`config.mk`:
```
export PLATFORM = sky130hd
export DESIGN_NAME = ymc_control
export DESIGN_NICKNAME = d
export VERILOG_FILES = /design/src/rtl/ymc_control.sv
export SDC_FILE = /design/constraint.sdc
export NUM_CORES = 1
export LEC_CHECK = 0
export BUFFER_PORTS_ARGS = -buffer_cell sky130_fd_sc_hd__buf_2
export CAP_MARGIN = 20
export CORE_MARGIN = 2
export CORE_UTILIZATION = 30
export CTS_BUF_LIST = sky130_fd_sc_hd__clkbuf_4 sky130_fd_sc_hd__clkbuf_8 sky130_fd_sc_hd__clkbuf_16
export DETAILED_ROUTE_END_ITERATION = 10
export GPL_TIMING_DRIVEN = 1
export HOLD_SLACK_MARGIN = 0.03
export PLACE_DENSITY = 0.57
export SYNTH_ARGS = -nofsm -noshare
export SYNTH_HDL_FRONTEND = slang
export SYNTH_SLANG_ARGS = --single-unit
```
`constraint.sdc`:
```
create_clock -name clk -period 1.75 [get_ports clk]
set_clock_uncertainty 0.2 [all_clocks]
set_input_delay 0.0875 -clock clk [delete_from_list [all_inputs] [get_ports clk]]
set_output_delay 0.0875 -clock clk [all_outputs]
set_load 0.02 [all_outputs]
```
`src/rtl/ymc_control.sv`:
```
// Multi-cycle controller: FETCH/DECODE/EXEC/MEM/WB sequencing, memory handshake stall, retired count.
// Optional YMC_TRAP_EN: unknown opcodes halt the machine and raise a sticky trap flag.
module ymc_control #(
  parameter int CNTW    = 16,
  parameter int OPW     = 3,
  parameter int MAXWAIT = 15
) (
  input  logic            clk,
  input  logic            reset,
  input  logic [31:0]     ins,
  input  logic            zero,
  input  logic            mem_ready,
  output logic            IRWrite,
  output logic            PCWrite,
  output logic [1:0]      PCSrc,
  output logic            RegWrite,
  output logic            ALUSrc,
  output logic [OPW-1:0]  op,
  output logic            MemRead,
  output logic            MemWrite,
  output logic            Mem2Reg,
  output logic            halted,
  output logic            timeout,
  output logic [CNTW-1:0] retired,
  output logic [2:0]      dbg_state
`ifdef YMC_TRAP_EN
  ,
  output logic            trap
`endif
);

  typedef enum logic [2:0] {
    S_FETCH  = 3'd0,
    S_DECODE = 3'd1,
    S_EXEC   = 3'd2,
    S_MEM    = 3'd3,
    S_WB     = 3'd4,
    S_HALT   = 3'd5
  } state_t;

  localparam logic [OPW-1:0] OP_ADD = OPW'(3'b010);
  localparam logic [OPW-1:0] OP_SUB = OPW'(3'b110);
  localparam logic [OPW-1:0] OP_AND = OPW'(3'b000);
  localparam logic [OPW-1:0] OP_OR  = OPW'(3'b001);
  localparam logic [OPW-1:0] OP_SLT = OPW'(3'b111);

  localparam int WW = (MAXWAIT > 1) ? $clog2(MAXWAIT) : 1;
  localparam logic [WW-1:0] WLAST = WW'((MAXWAIT > 0) ? MAXWAIT - 1 : 0);

  state_t        state;
  logic [6:0]    opc;
  logic [2:0]    f3;
  logic          f7b;
  logic [WW-1:0] wcnt;

  logic is_r, is_i, is_ld, is_st, is_br, is_jal, is_halt, is_unk;

  // Class decode works on the fields latched in FETCH, never on the live ins bus.
  // Every 0x63 opcode is treated as beq.
  always_comb begin
    is_r    = (opc == 7'h33);
    is_i    = (opc == 7'h13);
    is_ld   = (opc == 7'h03);
    is_st   = (opc == 7'h23);
    is_br   = (opc == 7'h63);
    is_jal  = (opc == 7'h6F);
    is_halt = (opc == 7'h73);
    is_unk  = !(is_r || is_i || is_ld || is_st || is_br || is_jal || is_halt);
  end

  function automatic logic [OPW-1:0] alu_map(input logic [2:0] fn3, input logic sub_sel);
    case (fn3)
      3'd0:    alu_map = sub_sel ? OP_SUB : OP_ADD;
      3'd7:    alu_map = OP_AND;
      3'd6:    alu_map = OP_OR;
      3'd2:    alu_map = OP_SLT;
      default: alu_map = OP_ADD;
    endcase
  endfunction

  logic [OPW-1:0] class_op;
  logic           class_src;

  always_comb begin
    class_op  = OP_ADD;
    class_src = 1'b0;
    if (is_r) begin
      class_op = alu_map(f3, f7b);
    end else if (is_i) begin
      class_op  = alu_map(f3, 1'b0);
      class_src = 1'b1;
    end else if (is_ld || is_st) begin
      class_src = 1'b1;
    end else if (is_br) begin
      class_op = OP_SUB;
    end
  end

  // Outputs are decoded from state; reset forces them idle at once so no strobe leaks
  // out while the asynchronous reset is asserted.
  always_comb begin
    IRWrite  = 1'b0;
    PCWrite  = 1'b0;
    PCSrc    = 2'd0;
    RegWrite = 1'b0;
    ALUSrc   = 1'b0;
    op       = OP_ADD;
    MemRead  = 1'b0;
    MemWrite = 1'b0;
    Mem2Reg  = 1'b0;
    halted   = 1'b0;
    if (!reset) begin
      case (state)
        S_FETCH: IRWrite = 1'b1;
        S_EXEC: begin
          if (is_r || is_i || is_ld || is_st || is_br) begin
            ALUSrc = class_src;
            op     = class_op;
          end
          if (is_br) begin
            PCWrite = 1'b1;
            PCSrc   = zero ? 2'd1 : 2'd0;
          end else if (is_jal) begin
            PCWrite = 1'b1;
            PCSrc   = 2'd2;
          end else if (is_unk) begin
            PCWrite = 1'b1;
          end
        end
        S_MEM: begin
          ALUSrc   = 1'b1;
          op       = OP_ADD;
          MemRead  = is_ld;
          MemWrite = is_st;
          PCWrite  = is_st && mem_ready;
        end
        S_WB: begin
          RegWrite = 1'b1;
          PCWrite  = 1'b1;
          ALUSrc   = class_src;
          op       = class_op;
          Mem2Reg  = is_ld;
        end
        S_HALT:  halted = 1'b1;
        default: ;
      endcase
    end
  end

  assign dbg_state = state;

  always_ff @(posedge clk or posedge reset) begin
    if (reset) begin
      state   <= S_FETCH;
      retired <= '0;
      timeout <= 1'b0;
      wcnt    <= '0;
      opc     <= '0;
      f3      <= '0;
      f7b     <= 1'b0;
`ifdef YMC_TRAP_EN
      trap    <= 1'b0;
`endif
    end else begin
      if (PCWrite) retired <= retired + CNTW'(1);
      case (state)
        S_FETCH: begin
          opc   <= ins[6:0];
          f3    <= ins[14:12];
          f7b   <= ins[30];
          state <= S_DECODE;
        end
        S_DECODE: begin
          if (is_halt) begin
            state <= S_HALT;
`ifdef YMC_TRAP_EN
          end else if (is_unk) begin
            trap  <= 1'b1;
            state <= S_HALT;
`endif
          end else begin
            state <= S_EXEC;
          end
        end
        S_EXEC: begin
          if (is_r || is_i)        state <= S_WB;
          else if (is_ld || is_st) state <= S_MEM;
          else                     state <= S_FETCH;
        end
        S_MEM: begin
          if (mem_ready) begin
            wcnt  <= '0;
            state <= is_ld ? S_WB : S_FETCH;
          end else if ((MAXWAIT > 0) && (wcnt == WLAST)) begin
            wcnt    <= '0;
            timeout <= 1'b1;
            state   <= S_HALT;
          end else begin
            wcnt <= wcnt + WW'(1);
          end
        end
        S_WB:    state <= S_FETCH;
        S_HALT:  state <= S_HALT;
        default: state <= S_FETCH;
      endcase
    end
  end

endmodule

```
Word-level counts from Yosys, hierarchy flattened --
Cells that the tools add are included.
Word-level totals: register bits 35, bits of input ports 36, output and inout bits 33, logic and storage cells 85
Operators by class: add/subtract/negate cells 2, equality and inequality tests 17, multiplexer cells 47, bitwise operators 1, reduce and logical (&&, ||, !) cells 11
Operator list (count):
- 3-bit two-way mux | 12
- 1-bit two-way mux | 22
- 7-bit equality test, second input constant | 3
- 16-bit by 1-bit adder with 16-bit output, second input constant | 1
- 3-bit case mux with 5 select lines | 1
- 7-bit by 6-bit equality test with 1-bit output, second input constant | 2
- 3-bit equality test, second input constant | 4
- 3-bit case mux with 4 select lines | 1
- 2-bit two-way mux | 5
- 3-bit by 2-bit equality test with 1-bit output, second input constant | 3
- 3-bit case mux with 3 select lines | 1
- 4-bit two-way mux | 2
- 7-bit by 2-bit equality test with 1-bit output, second input constant | 1
- 7-bit by 5-bit equality test with 1-bit output, second input constant | 1
- 1-bit logical OR | 7
- 3-bit zero test | 2
- 1-bit case mux with 3 select lines | 2
- 3-bit case mux with 2 select lines | 1
- 4-bit by 1-bit adder with 4-bit output, second input constant | 1
- 4-bit equality test, second input constant | 1
- 3-bit by 1-bit equality test with 1-bit output, second input constant | 1
- 3-bit != test, second input constant | 1
- 3-bit AND reduction | 1
- 1-bit logical AND | 1
- 1-bit inverter | 1

Depth between registers and ports, before layout --
word-level depth 12, depth in mapped cells 6, gate-level depth less buffers 6

Worst setup path after synthesis --
Ideal clock, no wire load.
kind register to output, from reg state[2] (netlist: dbg_state[2]), to out op[0], data arrival time 1.948 ns, data required time 1.462 ns, path slack -0.485 ns, cell stages (with the launch flop) 4, path buffers 0, path through dfrtp_1 -> nand2b_1 -> a2111o_1 -> nor4b_1
On the way: word-level cells in the longest chain between the ends 3, elaborated cells on any way between the ends 4, those cells by class 2 x eq/ne; 2 x mux
Ends and longest elaborated chain:
- start, declared | line 50 | state_t state;
- start signal, assigned | line 193 | state <= is_ld ? S_WB : S_FETCH;
- 3-bit equality test / 3-bit by 2-bit equality test with 1-bit output (equally long branches) | line 113 | case (state)
- 3-bit case mux with 2 select lines (*) | line 113
- 3-bit two-way mux (*) | line 112 | if (!reset) begin
- end, declared | line 18 | output logic [OPW-1:0] op,
Every way passes the cells marked *; elsewhere a longest branch is shown, timed or not.

Worst setup path in the final report --
from reg state[2] (netlist: dbg_state[2]), to out op[1]
Same word-level chain as after synthesis.

==> impl_metrics.tcl <==
set metrics [dict create \
    min-delay-start "mem_ready" \
    grt_usage 0.154 \
    place.gp.congestion 0.782 \
    synth_commonest_cells "dfrtp_1 (35), nand2_1 (14), xor2_1 (12)" \
    synth_nets 234 \
    hold_ws_ns 0.214 \
    hold_path.class "input pin to register" \
    nets 360 \
    insertion_delay_ns 0.29 \
    place_worst_setup_slack_ns -0.180 \
    worstHoldPathCells 4 \
    synth_cell_types 47 \
    drive_gt1_frac 0.575 \
    status "finished, violations left" \
    clockBufferDepth 2 \
    worst-setup-path-type "register to output pin" \
    ys_seq_area_frac 0.446 \
    min_period_ns 2.20 \
    vias 2042 \
    antenna_found_initial 0 \
    synth_edf_count 0 \
    ir_drop_mv 0.863 \
    clock_sinks 35 \
    worst_pin_slew_ns 0.357 \
    grt_max_degree 21 \
    rows 29 \
    netlist_area_mm2 0.00196 \
    remaining_drc_errors 0 \
    start_util 0.309 \
    design_area_mm2 0.00354 \
    yosysTopAreaCellShare 0.446 \
    setup_viol 42 \
    timing.rr.start "dbg_state[2]" \
    fin_ws_ns -0.452 \
    place_area_mm2 0.00268 \
    pwr-share-comb 0.587 \
    overflow 0 \
    grt_first_pass_wirelength_mm 9.10 \
    power_frac_clock 0.131 \
    die_y_um 84.9 \
    grt_pass1_vias 1878 \
    crit_fanout 3 \
    numPortBuffers 47 \
    cp.required_ns 1.46 \
    power.leakage_uw 0.00158 \
    vias_per_cell 5.12 \
    synth.largest_area_cell "dfrtp_1" \
    internal-power_uw 2970 \
    cts_tree "yes" \
    holdPathEnd "dbg_state[0]" \
    htreeDepth 2 \
    pin_count 69 \
    clockRootBuffer "clkbuf_8" \
    antenna_cells 0 \
    routed_wl_mm 6.04 \
    yosysMostFrequentCell "dfrtp_1" \
    powerDensity_mw_per_mm2 1400 \
    cap_violations 0 \
    die_area_mm2 0.00721 \
    cts_inserted_buffers 5 \
    ys_ff_latch 35 \
    violations "negative setup slack" \
    ant_nets 0 \
    yosysWarnings 0 \
    finalHoldViolCount 0 \
    slew_headroom 0.756 \
    rr_endpoint "retired[4]" \
    power.switching_uw 1980 \
    cp-start-kind "register" \
    drt-pass1-iter-count 4 \
    pwr-share-seq 0.282 \
    rr_worst_depth 8 \
    syn_to_final_growth_pct 80.0 \
    rrSetupSlack_ns -0.25 \
    clk_pin_slew_worst_paths_ns 0.08 \
    drt-initial-drc-count 71 \
    synth.area.top_cells "dfrtp_1 (45%), mux2_2 (5.7%), xor2_1 (5.4%)" \
    coreArea_mm2 0.00635 \
    fp.dieW_um 84.9 \
    maxSlewViolCount 0 \
    wl_per_cell_um 15.1 \
    synth_area_per_cell_um2 10.1 \
    crit_path_end_kind "output pin" \
    p_sw_frac 0.401 \
    rsz0062_at_grt "true" \
    fmax_ghz 0.454 \
    fin_crit_sh 1.26 \
    cp_data_arrival_time_ns 1.91 \
    ys.flop_type "dfrtp_1" \
    hpwlAfterDp_mm 3.71 \
    synth_cells 195 \
    synth_async_sr_flop_share 1.00 \
]
-- registers in the layout, summed over array words and instances (netlist names) --
name       flops
wcnt           4
opc            7
timeout        1
retired       16
dbg_state      3
f7b            1
f3             3
-- worst max-delay path, stage by stage (launching register included) --
cell and delay (ns):
dfrtp_2 0.44, buf_6 0.12, nand2b_4 0.14, a2111o_1 0.48, nor3b_2 0.20, nand3_1 0.10
buf_6 0.14
-- metal layers --
layer | vias up | GRT usage | routed length [um]
li1 | 983 | - | -
met1 | 992 | 0.210 | 2710
met2 | 61 | 0.256 | 2980
met3 | 6 | 0.0272 | 273
met4 | 0 | 0.0346 | 78
met5 | - | 0 | 0
-- cell usage in the layout, fill, tap and decap left out, types with 4 or more instances in the layout --
cell type	netlist	layout
a31oi_4	0	9
and3_1	4	4
and4_1	4	4
buf_2	7	38
buf_4	0	54
buf_6	1	21
clkbuf_8	0	6
dfrtp_1	35	31
dfrtp_2	0	4
dlygate4sd3_1	0	13
inv_1	6	5
mux2_4	0	10
nand2_1	14	13
nand2b_1	5	4
nand3_1	10	10
nand4_1	7	7
nor2_1	6	4
o21ai_0	8	5
o21ai_2	1	4
xor2_1	12	12
-- worst max-delay path by stage --
stage | startpoint | endpoint | slack [ns] | cells past startpoint
after floorplan | dbg_state[1] | retired[1] | -0.21 | 6
after global placement | dbg_state[2] | retired[2] | -0.21 | 7
after detailed placement | dbg_state[2] | retired[12] | -0.18 | 6
after CTS | opc[2] | op[0] | -0.46 | 4
after global routing | dbg_state[2] | op[1] | -0.50 | 6
final | dbg_state[2] | op[1] | -0.45 | 6
-- power groups by stage --
stage / clock network [uW] / registers, uW / logic (uW)
6_report: 649 / 1390 / 2910
5_1_grt: 697 / 1440 / 3100
4_1_cts: 661 / 1370 / 2380
3_5_place_dp: 0 / 1380 / 2110
3_3_place_gp: 0 / 1380 / 2100
2_1_floorplan: 0 / 1540 / 1080
-- metrics by stage --
| step | TNS [ns] | std cells | power, uW | util |
|---|---|---|---|---|
| floorplan | -2.05 | 195 | 2620 | - |
| global placement | -3.19 | 356 | 3480 | 0.422 |
| detailed placement | -2.76 | 356 | 3490 | 0.422 |
| CTS | -6.34 | 383 | 4410 | 0.491 |
| global route | -10.42 | 399 | 5230 | 0.557 |
| finish | -7.87 | 399 | 4950 | 0.557 |
-- area by class of cell --
type | instances | area, um2
clock inverter | 1 | 8.76
inverter | 7 | 33.8
multi-input combinational | 142 | 1380
timing repair buffer | 130 | 1040
tap | 77 | 96.3
sequential | 35 | 881
clock buffer | 7 | 90.1
fill | 518 | 2810
-- cells by family (layout without fill, tap and decap cells) --
family          count (synthesis)  count (layout)  share of synthesized area
simple gates                   80              80                      0.245
flops                          35              35                      0.446
compound gates                 34              34                      0.121
buf+inv                        18             145                     0.0427
xor+xnor                       13              13                     0.0580
mux                            12              12                     0.0682
fa+ha+maj                       3               3                     0.0191
-- repair_timing --
action / in CTS / in global routing
gates resized for setup: 41 / 61
gates cloned: 0 / 2
hold buffers: 13 / 0
endpoints found under the hold margin: 49 / 0
setup buffers: 6 / 18
pin swaps: 12 / 19
endpoints found under the setup margin: 30 / 47
Note: power is estimated with default switching activity, not from simulation.
